$ cat config.mk
export PLATFORM = sky130hd
export DESIGN_NAME = mcu_bus_engine
export DESIGN_NICKNAME = d
export VERILOG_FILES = /design/src/rtl/mcu_bus_engine.sv
export SDC_FILE = /design/constraint.sdc
export NUM_CORES = 1
export LEC_CHECK = 0
export ABC_AREA = 1
export BUFFER_PORTS_ARGS = -buffer_cell sky130_fd_sc_hd__buf_2
export CELL_PAD_IN_SITES_DETAIL_PLACEMENT = 1
export CELL_PAD_IN_SITES_GLOBAL_PLACEMENT = 1
export CORE_ASPECT_RATIO = 0.6
export CORE_UTILIZATION = 35
export DETAILED_ROUTE_END_ITERATION = 8
export GPL_TIMING_DRIVEN = 1
export PLACE_DENSITY_LB_ADDON = 0.2
export RECOVER_POWER = 50
export SLEW_MARGIN = 20
export SYNTH_ARGS = -nofsm -noshare
export SYNTH_HDL_FRONTEND = slang
export SYNTH_SLANG_ARGS = --single-unit
export TNS_END_PERCENT = 30
$ cat constraint.sdc
create_clock -name clk_in -period 8.56 [get_ports clk_in]
set_input_delay 0.428 -clock clk_in [delete_from_list [all_inputs] [get_ports clk_in]]
set_output_delay 0.428 -clock clk_in [all_outputs]
set_load 0.005 [all_outputs]
$ cat src/rtl/mcu_bus_engine.sv
// mcu_bus_engine
//   Byte-serial command engine between the MCU parallel bus and the FPGA
//   datapath. A command byte is taken on every DATA_SYNC. The engine then
//   moves one byte per clk_in cycle for one of these transactions: bus test,
//   auto-incrementing register write, status read, TX IQ load, streaming
//   RX IQ, or info read.
//
// Ports
//   clk_in, reset_n        clock (rising edge), async active-low reset
//   DATA_SYNC              command strobe (DATA_BUS_IN holds a command byte)
//   DATA_BUS_IN/OUT, _OE   MCU bus byte in, registered byte out, drive enable
//   rx_iq_data/valid/ready upstream RX frame FIFO, one-cycle pop on ready
//   rx_chan_mask           RX channels to stream (bit 0 forced on)
//   ADC_OTR, DAC_OTR       overrange flags reported in status byte 0
//   tx_i, tx_q, tx_iq_valid  TX sample pair and its one-cycle update pulse
//   reg_addr/wdata/we      register write port, one-cycle we pulse
//   stage_debug            current state encoding
module mcu_bus_engine #(
  parameter int          RX_CHANNELS  = 2,
  parameter int          SAMPLE_WIDTH = 24,
  parameter int          TX_WIDTH     = 24,
  parameter logic [23:0] INFO_ID      = 24'h060800
) (
  input  logic                                    clk_in,
  input  logic                                    reset_n,
  input  logic                                    DATA_SYNC,
  input  logic [7:0]                              DATA_BUS_IN,
  output logic [7:0]                              DATA_BUS_OUT,
  output logic                                    DATA_BUS_OE,
  input  logic [2*RX_CHANNELS*SAMPLE_WIDTH-1:0]   rx_iq_data,
  input  logic                                    rx_iq_valid,
  output logic                                    rx_iq_ready,
  input  logic [RX_CHANNELS-1:0]                  rx_chan_mask,
  input  logic                                    ADC_OTR,
  input  logic                                    DAC_OTR,
  output logic [TX_WIDTH-1:0]                     tx_i,
  output logic [TX_WIDTH-1:0]                     tx_q,
  output logic                                    tx_iq_valid,
  output logic [7:0]                              reg_addr,
  output logic [7:0]                              reg_wdata,
  output logic                                    reg_we,
  output logic [3:0]                              stage_debug
);

  localparam int SB = SAMPLE_WIDTH / 8;
  localparam int TB = TX_WIDTH / 8;
  localparam int FW = 2 * RX_CHANNELS * SAMPLE_WIDTH;

  typedef enum logic [3:0] {
    S_IDLE     = 4'd0,
    S_TEST_RD  = 4'd1,
    S_TEST_WR  = 4'd2,
    S_REG_ADDR = 4'd3,
    S_REG_DATA = 4'd4,
    S_STAT     = 4'd5,
    S_TXIQ     = 4'd6,
    S_RXIQ     = 4'd7,
    S_INFO     = 4'd8
  } state_t;

  // Registered state and outputs (q) and their next values (d).
  state_t                    state, state_d;
  logic [3:0]                cnt, cnt_d;
  logic [7:0]                test_byte, test_byte_d;
  logic [7:0]                ptr, ptr_d;
  logic [2*TX_WIDTH-9:0]     tx_sr, tx_sr_d;
  logic [FW-1:0]             shadow, shadow_d;
  logic [3:0]                mask_q, mask_q_d;
  logic                      underrun, underrun_d;
  logic                      rx_first, rx_first_d;
  logic [1:0]                rx_chan, rx_chan_d;
  logic [3:0]                rx_b, rx_b_d;
  logic [7:0]                bus_out_d;
  logic                      oe_d, ready_d, txv_d, rwe_d;
  logic [TX_WIDTH-1:0]       txi_d, txq_d;
  logic [7:0]                raddr_d, rwdata_d;

  // RX byte selection helpers.
  logic [FW-1:0]             cur_frame;
  logic [3:0]                cur_mask;
  logic [1:0]                cur_chan;
  logic [3:0]                cur_b;
  logic [SAMPLE_WIDTH-1:0]   rx_sample;
  logic [7:0]                rx_byte;
  logic                      last_in_chan, has_next, frame_end;
  logic [1:0]                nxt_chan;
  logic [2*TX_WIDTH-1:0]     tx_full;
  logic                      ur_set, ur_clr;

  assign stage_debug = state;
  assign tx_full     = {tx_sr, DATA_BUS_IN};

  // The first byte of every RX frame is served on the latch edge itself, so
  // it reads the live FIFO word (or the shadow on underrun) and the live
  // mask. Later bytes come from the shadow and the mask captured at latch.
  always_comb begin
    // NOTE: every combinational output is given a default first so that no
    // path through the case statements can infer a latch.
    cur_frame = shadow;
    cur_mask  = mask_q;
    cur_chan  = rx_chan;
    cur_b     = rx_b;
    if (rx_first) begin
      cur_frame = rx_iq_valid ? rx_iq_data : shadow;
      cur_mask  = 4'(rx_chan_mask) | 4'b0001;
      cur_chan  = 2'd0;
      cur_b     = 4'd0;
    end

    // Bytes 0..SB-1 of a channel are Q, bytes SB..2SB-1 are I, MSB first.
    if (int'(cur_b) < SB) begin
      rx_sample = SAMPLE_WIDTH'(cur_frame >> ((2 * int'(cur_chan) + 1) * SAMPLE_WIDTH));
      rx_byte   = 8'(rx_sample >> (SAMPLE_WIDTH - 8 - 8 * int'(cur_b)));
    end else begin
      rx_sample = SAMPLE_WIDTH'(cur_frame >> (2 * int'(cur_chan) * SAMPLE_WIDTH));
      rx_byte   = 8'(rx_sample >> (SAMPLE_WIDTH - 8 - 8 * (int'(cur_b) - SB)));
    end

    // Lowest enabled channel above the current one; the descending loop
    // leaves the smallest match in nxt_chan.
    has_next = 1'b0;
    nxt_chan = cur_chan;
    for (int i = 3; i >= 0; i--) begin
      if (i > int'(cur_chan) && cur_mask[i]) begin
        has_next = 1'b1;
        nxt_chan = 2'(i);
      end
    end
    last_in_chan = (int'(cur_b) == 2 * SB - 1);
    frame_end    = last_in_chan && !has_next;
  end

  // Next-state and next-output logic.
  always_comb begin
    state_d     = state;
    cnt_d       = cnt;
    test_byte_d = test_byte;
    ptr_d       = ptr;
    tx_sr_d     = tx_sr;
    shadow_d    = shadow;
    mask_q_d    = mask_q;
    rx_first_d  = rx_first;
    rx_chan_d   = rx_chan;
    rx_b_d      = rx_b;
    bus_out_d   = DATA_BUS_OUT;
    oe_d        = DATA_BUS_OE;
    txi_d       = tx_i;
    txq_d       = tx_q;
    raddr_d     = reg_addr;
    rwdata_d    = reg_wdata;
    ready_d     = 1'b0;
    txv_d       = 1'b0;
    rwe_d       = 1'b0;
    ur_set      = 1'b0;
    ur_clr      = 1'b0;

    if (DATA_SYNC) begin
      cnt_d      = 4'd0;
      rx_first_d = 1'b1;
      oe_d       = 1'b0;
      case (DATA_BUS_IN)
        8'd0:    state_d = S_TEST_RD;
        8'd1:    state_d = S_REG_ADDR;
        8'd2:    begin state_d = S_STAT; oe_d = 1'b1; end
        8'd3:    state_d = S_TXIQ;
        8'd4:    begin state_d = S_RXIQ; oe_d = 1'b1; ready_d = 1'b1; end
        8'd8:    begin state_d = S_INFO; oe_d = 1'b1; end
        default: state_d = S_IDLE;
      endcase
    end else begin
      case (state)
        S_TEST_RD: begin
          oe_d        = 1'b0;
          test_byte_d = DATA_BUS_IN;
          state_d     = S_TEST_WR;
        end
        S_TEST_WR: begin
          oe_d      = 1'b1;
          bus_out_d = test_byte;
          state_d   = S_TEST_RD;
        end
        S_REG_ADDR: begin
          ptr_d   = DATA_BUS_IN;
          state_d = S_REG_DATA;
        end
        S_REG_DATA: begin
          rwe_d    = 1'b1;
          raddr_d  = ptr;
          rwdata_d = DATA_BUS_IN;
          ptr_d    = ptr + 8'd1;
        end
        S_STAT: begin
          cnt_d = cnt + 4'd1;
          case (cnt)
            4'd0: begin
              bus_out_d = {5'b0, underrun, DAC_OTR, ADC_OTR};
              ur_clr    = 1'b1;
            end
            4'd1:    bus_out_d = 8'(RX_CHANNELS);
            4'd2:    bus_out_d = 8'(SAMPLE_WIDTH);
            default: begin oe_d = 1'b0; state_d = S_IDLE; end
          endcase
        end
        S_INFO: begin
          cnt_d = cnt + 4'd1;
          case (cnt)
            4'd0:    bus_out_d = INFO_ID[23:16];
            4'd1:    bus_out_d = INFO_ID[15:8];
            4'd2:    bus_out_d = INFO_ID[7:0];
            default: begin oe_d = 1'b0; state_d = S_IDLE; end
          endcase
        end
        S_TXIQ: begin
          tx_sr_d = tx_full[2*TX_WIDTH-9:0];
          cnt_d   = cnt + 4'd1;
          if (int'(cnt) == 2 * TB - 1) begin
            txq_d   = tx_full[2*TX_WIDTH-1:TX_WIDTH];
            txi_d   = tx_full[TX_WIDTH-1:0];
            txv_d   = 1'b1;
            state_d = S_IDLE;
          end
        end
        S_RXIQ: begin
          bus_out_d = rx_byte;
          if (rx_first) begin
            shadow_d = cur_frame;
            mask_q_d = cur_mask;
            ur_set   = !rx_iq_valid;
          end
          rx_first_d = 1'b0;
          if (frame_end) begin
            // Pop now so the next frame is latched with its byte 0: no gap.
            ready_d    = 1'b1;
            rx_first_d = 1'b1;
          end else if (last_in_chan) begin
            rx_chan_d = nxt_chan;
            rx_b_d    = 4'd0;
          end else begin
            rx_chan_d = cur_chan;
            rx_b_d    = cur_b + 4'd1;
          end
        end
        default: ;
      endcase
    end
  end

  // A fresh underrun on the clearing edge wins.
  assign underrun_d = (underrun & ~ur_clr) | ur_set;

  // NOTE: the frame shadow is reset because an underrun straight after reset
  // must resend a defined all-zero frame.
  always_ff @(posedge clk_in or negedge reset_n) begin
    if (!reset_n) begin
      state        <= S_IDLE;
      cnt          <= '0;
      test_byte    <= '0;
      ptr          <= '0;
      tx_sr        <= '0;
      shadow       <= '0;
      mask_q       <= 4'b0001;
      underrun     <= 1'b0;
      rx_first     <= 1'b1;
      rx_chan      <= '0;
      rx_b         <= '0;
      DATA_BUS_OUT <= '0;
      DATA_BUS_OE  <= 1'b0;
      rx_iq_ready  <= 1'b0;
      tx_i         <= '0;
      tx_q         <= '0;
      tx_iq_valid  <= 1'b0;
      reg_addr     <= '0;
      reg_wdata    <= '0;
      reg_we       <= 1'b0;
    end else begin
      // NOTE: non-blocking assignments so every register samples the values
      // from before this edge, independent of statement order.
      state        <= state_d;
      cnt          <= cnt_d;
      test_byte    <= test_byte_d;
      ptr          <= ptr_d;
      tx_sr        <= tx_sr_d;
      shadow       <= shadow_d;
      mask_q       <= mask_q_d;
      underrun     <= underrun_d;
      rx_first     <= rx_first_d;
      rx_chan      <= rx_chan_d;
      rx_b         <= rx_b_d;
      DATA_BUS_OUT <= bus_out_d;
      DATA_BUS_OE  <= oe_d;
      rx_iq_ready  <= ready_d;
      tx_i         <= txi_d;
      tx_q         <= txq_d;
      tx_iq_valid  <= txv_d;
      reg_addr     <= raddr_d;
      reg_wdata    <= rwdata_d;
      reg_we       <= rwe_d;
    end
  end

endmodule

* Word level (Yosys, flattened, before mapping)
Index checks and enable logic that the tools add are counted.
W data, S select, Z words.
** Word-level totals
- Output and inout bits :: 80
- Register bits after elaboration :: 247
- Input port bits :: 112
- Logic and storage cells :: 137
** Operators by class
- $mul :: 2
- Shifts and indexed selects :: 4
- Reduce and logical (&&, ||, !) cells :: 28
- Add/sub/neg operators :: 7
- Mux-type cells :: 46
- Equality and inequality tests :: 21
- $lt $le $gt $ge :: 4
- Bitwise logic cells :: 5
** Operators by type and width (count)
- $mux W96 :: 2
- $shr A96 B8 Y24 :: 1
- $shr A96 B9 Y24 :: 1
- $shr A24 B32 Y8 :: 2
- $pmux W8 S3 :: 2
- $mux W4 :: 8
- $pmux W8 S4 :: 1
- $pmux W4 S6 :: 1
- $mux W1 :: 23
- $pmux W4 S5 :: 1
- $eq A4 B3 Y1 const B :: 4
- $eq A8 B2 Y1 const B :: 2
- $pmux W8 S2 :: 1
- $eq A4 B2 Y1 const B :: 3
- $eq A4 B4 Y1 const B :: 3
- $reduce_and A3 Y1 :: 4
- $mux W2 :: 5
- $reduce_and A2 Y1 :: 5
- $reduce_or A3 Y1 :: 3
- $sub A6 B8 Y9 const A :: 1
- $add A4 B1 Y4 const B :: 2
- $add A8 B1 Y8 const B :: 1
- $eq A4 B1 Y1 const B :: 2
- $eq A8 B1 Y1 const B :: 1
- other kinds (27) :: 38

* Logic depth before layout (Yosys ltp)
- Depth after elaboration :: 11
- Gate-level depth with buffers :: 22
- Depth with buffers taken out :: 17

* Worst setup path before layout
Ideal clock, no wire load.
- Path kind :: flip-flop to flip-flop
- From :: reg rx_first
- To :: reg DATA_BUS_OUT[2]
- Required time :: 8.495 ns
- Path slack :: 5.784 ns
- Period minus slack after synthesis :: 2.776 ns
- Cell stages (with the launch flop) :: 22
- Arrival time :: 2.711 ns
- Library setup time :: 0.065 ns
- Buffers on the path :: 5
- Path through :: dfstp_2 buf_6 inv_4 buf_8 buf_6 buf_6 nand2_2 inv_1 ha_1 buf_2 clkinv_1 nand2_1 nand3_1 nand3_2 nand2_1 nor2_4 nand3_1 nand2_1 nand2_1 nand2_1 nand2_1 nand2_1
** On the way
- Cells in the longest elaborated chain, start to end :: 7
- Elaborated cells on any way between the ends :: 16
- Classes of those cells :: 4 x add/sub; 2 x mul; 1 x order compare; 4 x shift; 5 x mux
** Ends and longest elaborated chain
- start: declaration :: RTL line 70 : logic rx_first, rx_first_d;
- start signal: assignment :: RTL line 286 : rx_first <= rx_first_d;
- $mux W2 :: RTL line 103 : if (rx_first) begin
- $add A3 B1 Y4 :: RTL line 112 : rx_sample = SAMPLE_WIDTH'(cur_frame >> ((2 * int'(cur_chan) + 1) * SAMPLE_WIDTH));
- $mul A4 B2 Y6 :: RTL line 112
- $shr A96 B9 Y24 :: RTL line 112
- $shr A24 B32 Y8 :: RTL line 113 : rx_byte = 8'(rx_sample >> (SAMPLE_WIDTH - 8 - 8 * int'(cur_b)));
- $mux W8 * :: RTL line 111 : if (int'(cur_b) < SB) begin
- $pmux W8 S4 * :: RTL line 171 : case (state)
- end signal: assignment :: RTL line 289 : DATA_BUS_OUT <= bus_out_d;
- end: declaration :: RTL line 28 : output logic [7:0] DATA_BUS_OUT,
Every way passes the cells marked *; elsewhere a longest branch is shown, timed or not.
A chain may end at the register's enable or synchronous reset.

==> results.sh <==
export IMPL_status="complete, but fails checks"
export IMPL_violations="max-capacitance violations, max-slew violations"
export IMPL_nets=1859
export IMPL_cts_buffers=27
export IMPL_clk_pin_slew_ns=0.07
export IMPL_max_freq_ghz=0.204
export IMPL_drive_gt1_share_pct=12.4
export IMPL_die_area_mm2=0.0366
export IMPL_required_ns=8.28
export IMPL_antenna_found_initial=1
export IMPL_ant_nets=0
export IMPL_synth_nets=1721
export IMPL_drt_total_wl_mm=40.0
export IMPL_p_seq_share_pct=44.6
export IMPL_place_congestion=0.875
export IMPL_use_met1_pct=35.5
export IMPL_ir_drop_uv=166
export IMPL_finalClockSkew_ns=0.0118
export IMPL_drt_iter0_drc=890
export IMPL_yosys_warnings=0
export IMPL_firstDrtPassIters=8
export IMPL_period_needed_ns=4.89
export IMPL_worst_pin_slew_ns=4.04
export IMPL_synthTopCellsByArea="dfrtp_1, nand2_1, o21ai_0"
export IMPL_use_met3_pct=3.95
export IMPL_overflow=0
export IMPL_core_area_mm2=0.0351
export IMPL_grt_max_degree=159
export IMPL_synth_area_leader_cell="dfrtp_1"
export IMPL_async_reset_ff_share_pct=100
export IMPL_worstPathMaxFanout=158
export IMPL_viasPerCell=5.08
export IMPL_clk_latency_ns=0.55
export IMPL_postLayoutCoreUtil_pct=41.3
export IMPL_rsz0062_at_grt="false"
export IMPL_yosys_cell_types_count=47
export IMPL_grt_busiest_layer="met1"
export IMPL_ys_ff_latch=247
export IMPL_power_leakage_nw=7.21
export IMPL_placementRows=53
export IMPL_via_count=11303
export IMPL_use_met2_pct=31.4
export IMPL_r2r_start="stage_debug[2]$_DFFE_PN0P_"
export IMPL_synth_ff_type="dfrtp_1"
export IMPL_max_slew_margin_pct=-170
export IMPL_rr_worst_depth=12
export IMPL_synth_edf_count=0
export IMPL_p_switching_w=0.00149
export IMPL_rr_endpoint="tx_q[3]$_DFFE_PN0P_"
export IMPL_crit_path_start="reset_n"
export IMPL_cts_sinks=247
export IMPL_grt_pass1_wl_mm=64.6
export IMPL_wire_per_inst_um=18.0
export IMPL_io_buffers=190
export IMPL_slew_viol_final=225
export IMPL_synth_top_area_share_pct=49.2
export IMPL_synth_yosys_seq_area_share_pct=49.4
export IMPL_start_util_pct=35.7
export IMPL_report_final_setup_viol=0
export IMPL_pwr_share_comb_pct=25.5
export IMPL_critical_path_class="in2async"
export IMPL_intPower_w=0.00273
export IMPL_cp_data_arrival_time_ns=4.61
export IMPL_die_w_um=246
export IMPL_synth_area_per_cell_um2=7.82
export IMPL_grtUsageTotal_pct=22.4
export IMPL_htreeDepth=1
export IMPL_cts_buffer_depth=3
export IMPL_switching_share_pct=35.3
export IMPL_clock_power_share_pct=30.0
export IMPL_period_share_pct=57.2
export IMPL_ios=192
export IMPL_cellPowerDensity_mw_per_mm2=292
export IMPL_clock_root_buffer="clkbuf_16"
export IMPL_hold_viol_final=0
export IMPL_end_kind="asynchronous set/reset pin"
export IMPL_r2r_slack_ns=3.75
export IMPL_hold_path_class="in2reg"
export IMPL_synthCells=1601
export IMPL_fin_tns_setup_ns=0
export IMPL_start_kind="input port"
export IMPL_syn_cell_area_mm2=0.0125
export IMPL_cap_violations=2
export IMPL_drc=0
export IMPL_grt_pass1_vias=11426
export IMPL_dp_hpwl_mm=27.7
export IMPL_syn_to_final_growth_pct=15.8
export IMPL_cts_tree="done"
export IMPL_crit_end="shadow[85]$_DFFE_PN0P_"
export IMPL_fp_dieH_um=148
[critical path, cell delays in order]
cell	delay, ns
dlygate4sd3_1	0.56
buf_8	0.52
clkbuf_2	2.81
[state kept, by name (all words and copies together) (netlist names), 2 cells and up]
name          flops
rx_chan           2
tx_sr            40
test_byte         8
DATA_BUS_OUT      8
ptr               8
tx_i             24
reg_wdata         8
cnt               4
stage_debug       4
tx_q             24
reg_addr          8
mask_q            3
rx_b              4
shadow           96
[layout make-up]
type | instances | area (µm²)
clock buffers | 36 | 769
flip-flops and latches | 247 | 6180
multi-input cells | 1072 | 5120
diodes | 1 | 2.50
repair buffers | 198 | 943
well taps | 467 | 584
fillers | 4339 | 20600
clock inverters | 13 | 171
inverters | 193 | 727
[through the flow]
| stage | instance area (µm²) | cells | setup slack, ns | total power [W] | hold slack [ns] |
|---|---|---|---|---|---|
| 2_1_floorplan | 12500 | 1601 | 5.78 | 0.00255 | 0.132 |
| 3_3_place_gp | 13700 | 2176 | 4.75 | 0.00293 | 0.453 |
| 3_5_place_dp | 13700 | 2176 | 4.71 | 0.00299 | 0.459 |
| 4_1_cts | 14600 | 2226 | 4.68 | 0.00429 | 0.114 |
| 5_1_grt | 14500 | 2227 | 2.72 | 0.00455 | 0.141 |
| 6_report | 14500 | 2227 | 3.67 | 0.00423 | 0.138 |
[power by group through the flow]
stage                     sequential (W)  combinational, W  clock [W]
final                            0.00188           0.00108    0.00127
after global routing             0.00194           0.00126    0.00135
after CTS                        0.00188           0.00111    0.00130
after detailed placement         0.00190           0.00109          0
after global placement           0.00188           0.00105          0
after floorplan                  0.00181          0.000746          0
[cells by family (layout without fill, tap and decap cells)]
group,count (synthesis),in the layout,share of synthesized area [%]
AO/OA/AOI/OAI,348,348,15.9
adder cells (fa/ha/maj),8,8,0.800
other,0,1,0
flip-flops,247,247,49.4
buffers and inverters,282,440,9.64
XOR/XNOR,1,1,0.0700
AND/OR/NAND/NOR,715,715,24.2
[Yosys cell counts (6+ instances only)]
cell type	count
nand2_1	459
dfrtp_1	246
o21ai_0	180
inv_1	177
nand3_1	124
nor2_1	85
a31oi_1	48
o211ai_1	45
buf_2	44
a21oi_1	37
clkbuf_1	23
o21ai_1	23
inv_2	12
nor3_1	11
ha_1	8
buf_1	7
buf_4	7
buf_6	7
nand4_1	6
[how the worst min path moves through the flow]
stage | from | endpoint | slack [ns] | cells past startpoint
floorplan | reset_n | DATA_BUS_OE$_DFFE_PN0P_ | 0.13 | 0
global placement | tx_q[17]$_DFFE_PN0P_ | tx_q[17]$_DFFE_PN0P_ | 0.45 | 2
detailed placement | tx_q[23]$_DFFE_PN0P_ | tx_q[23]$_DFFE_PN0P_ | 0.46 | 2
CTS | rx_iq_data[6] | shadow[6]$_DFFE_PN0P_ | 0.11 | 3
global route | rx_iq_data[61] | shadow[61]$_DFFE_PN0P_ | 0.14 | 3
finish | rx_iq_data[92] | shadow[92]$_DFFE_PN0P_ | 0.14 | 3
[cell usage in the layout (no fill, tap or decap), types with 2 or more instances in the layout]
master / n
nor2_2: 3
o31ai_1: 2
nand3b_1: 2
buf_4: 4
clkinv_2: 8
a21boi_1: 3
nand2_1: 459
nand3_1: 124
o21ai_1: 23
o21ai_0: 180
inv_2: 9
o21ai_2: 3
bufinv_16: 4
nand4_1: 6
nor2_4: 3
nor2_1: 87
a31oi_1: 48
nand2_4: 4
clkbuf_1: 66
ha_1: 8
dfrtp_1: 246
clkinv_1: 4
inv_1: 179
clkbuf_8: 6
o211ai_1: 45
a21oi_1: 37
nand2_2: 4
nand3_2: 5
nor3_1: 12
clkbuf_16: 27
buf_2: 127
[metal layers]
| metal | up-vias | part of all wire, % |
|---|---|---|
| met5 | - | 0 |
| met4 | 0 | 1.4 |
| met3 | 35 | 4.9 |
| met2 | 190 | 41 |
| met1 | 5594 | 53 |
| li1 | 5484 | - |
[repair_timing]
action | in CTS | in global routing
resized for setup | 0 | 0
buffers inserted | 0 | 0
hold buffers | 1 | 0
hold endpoints to repair | 89 | 0
Power figures use the tool's default switching activity.
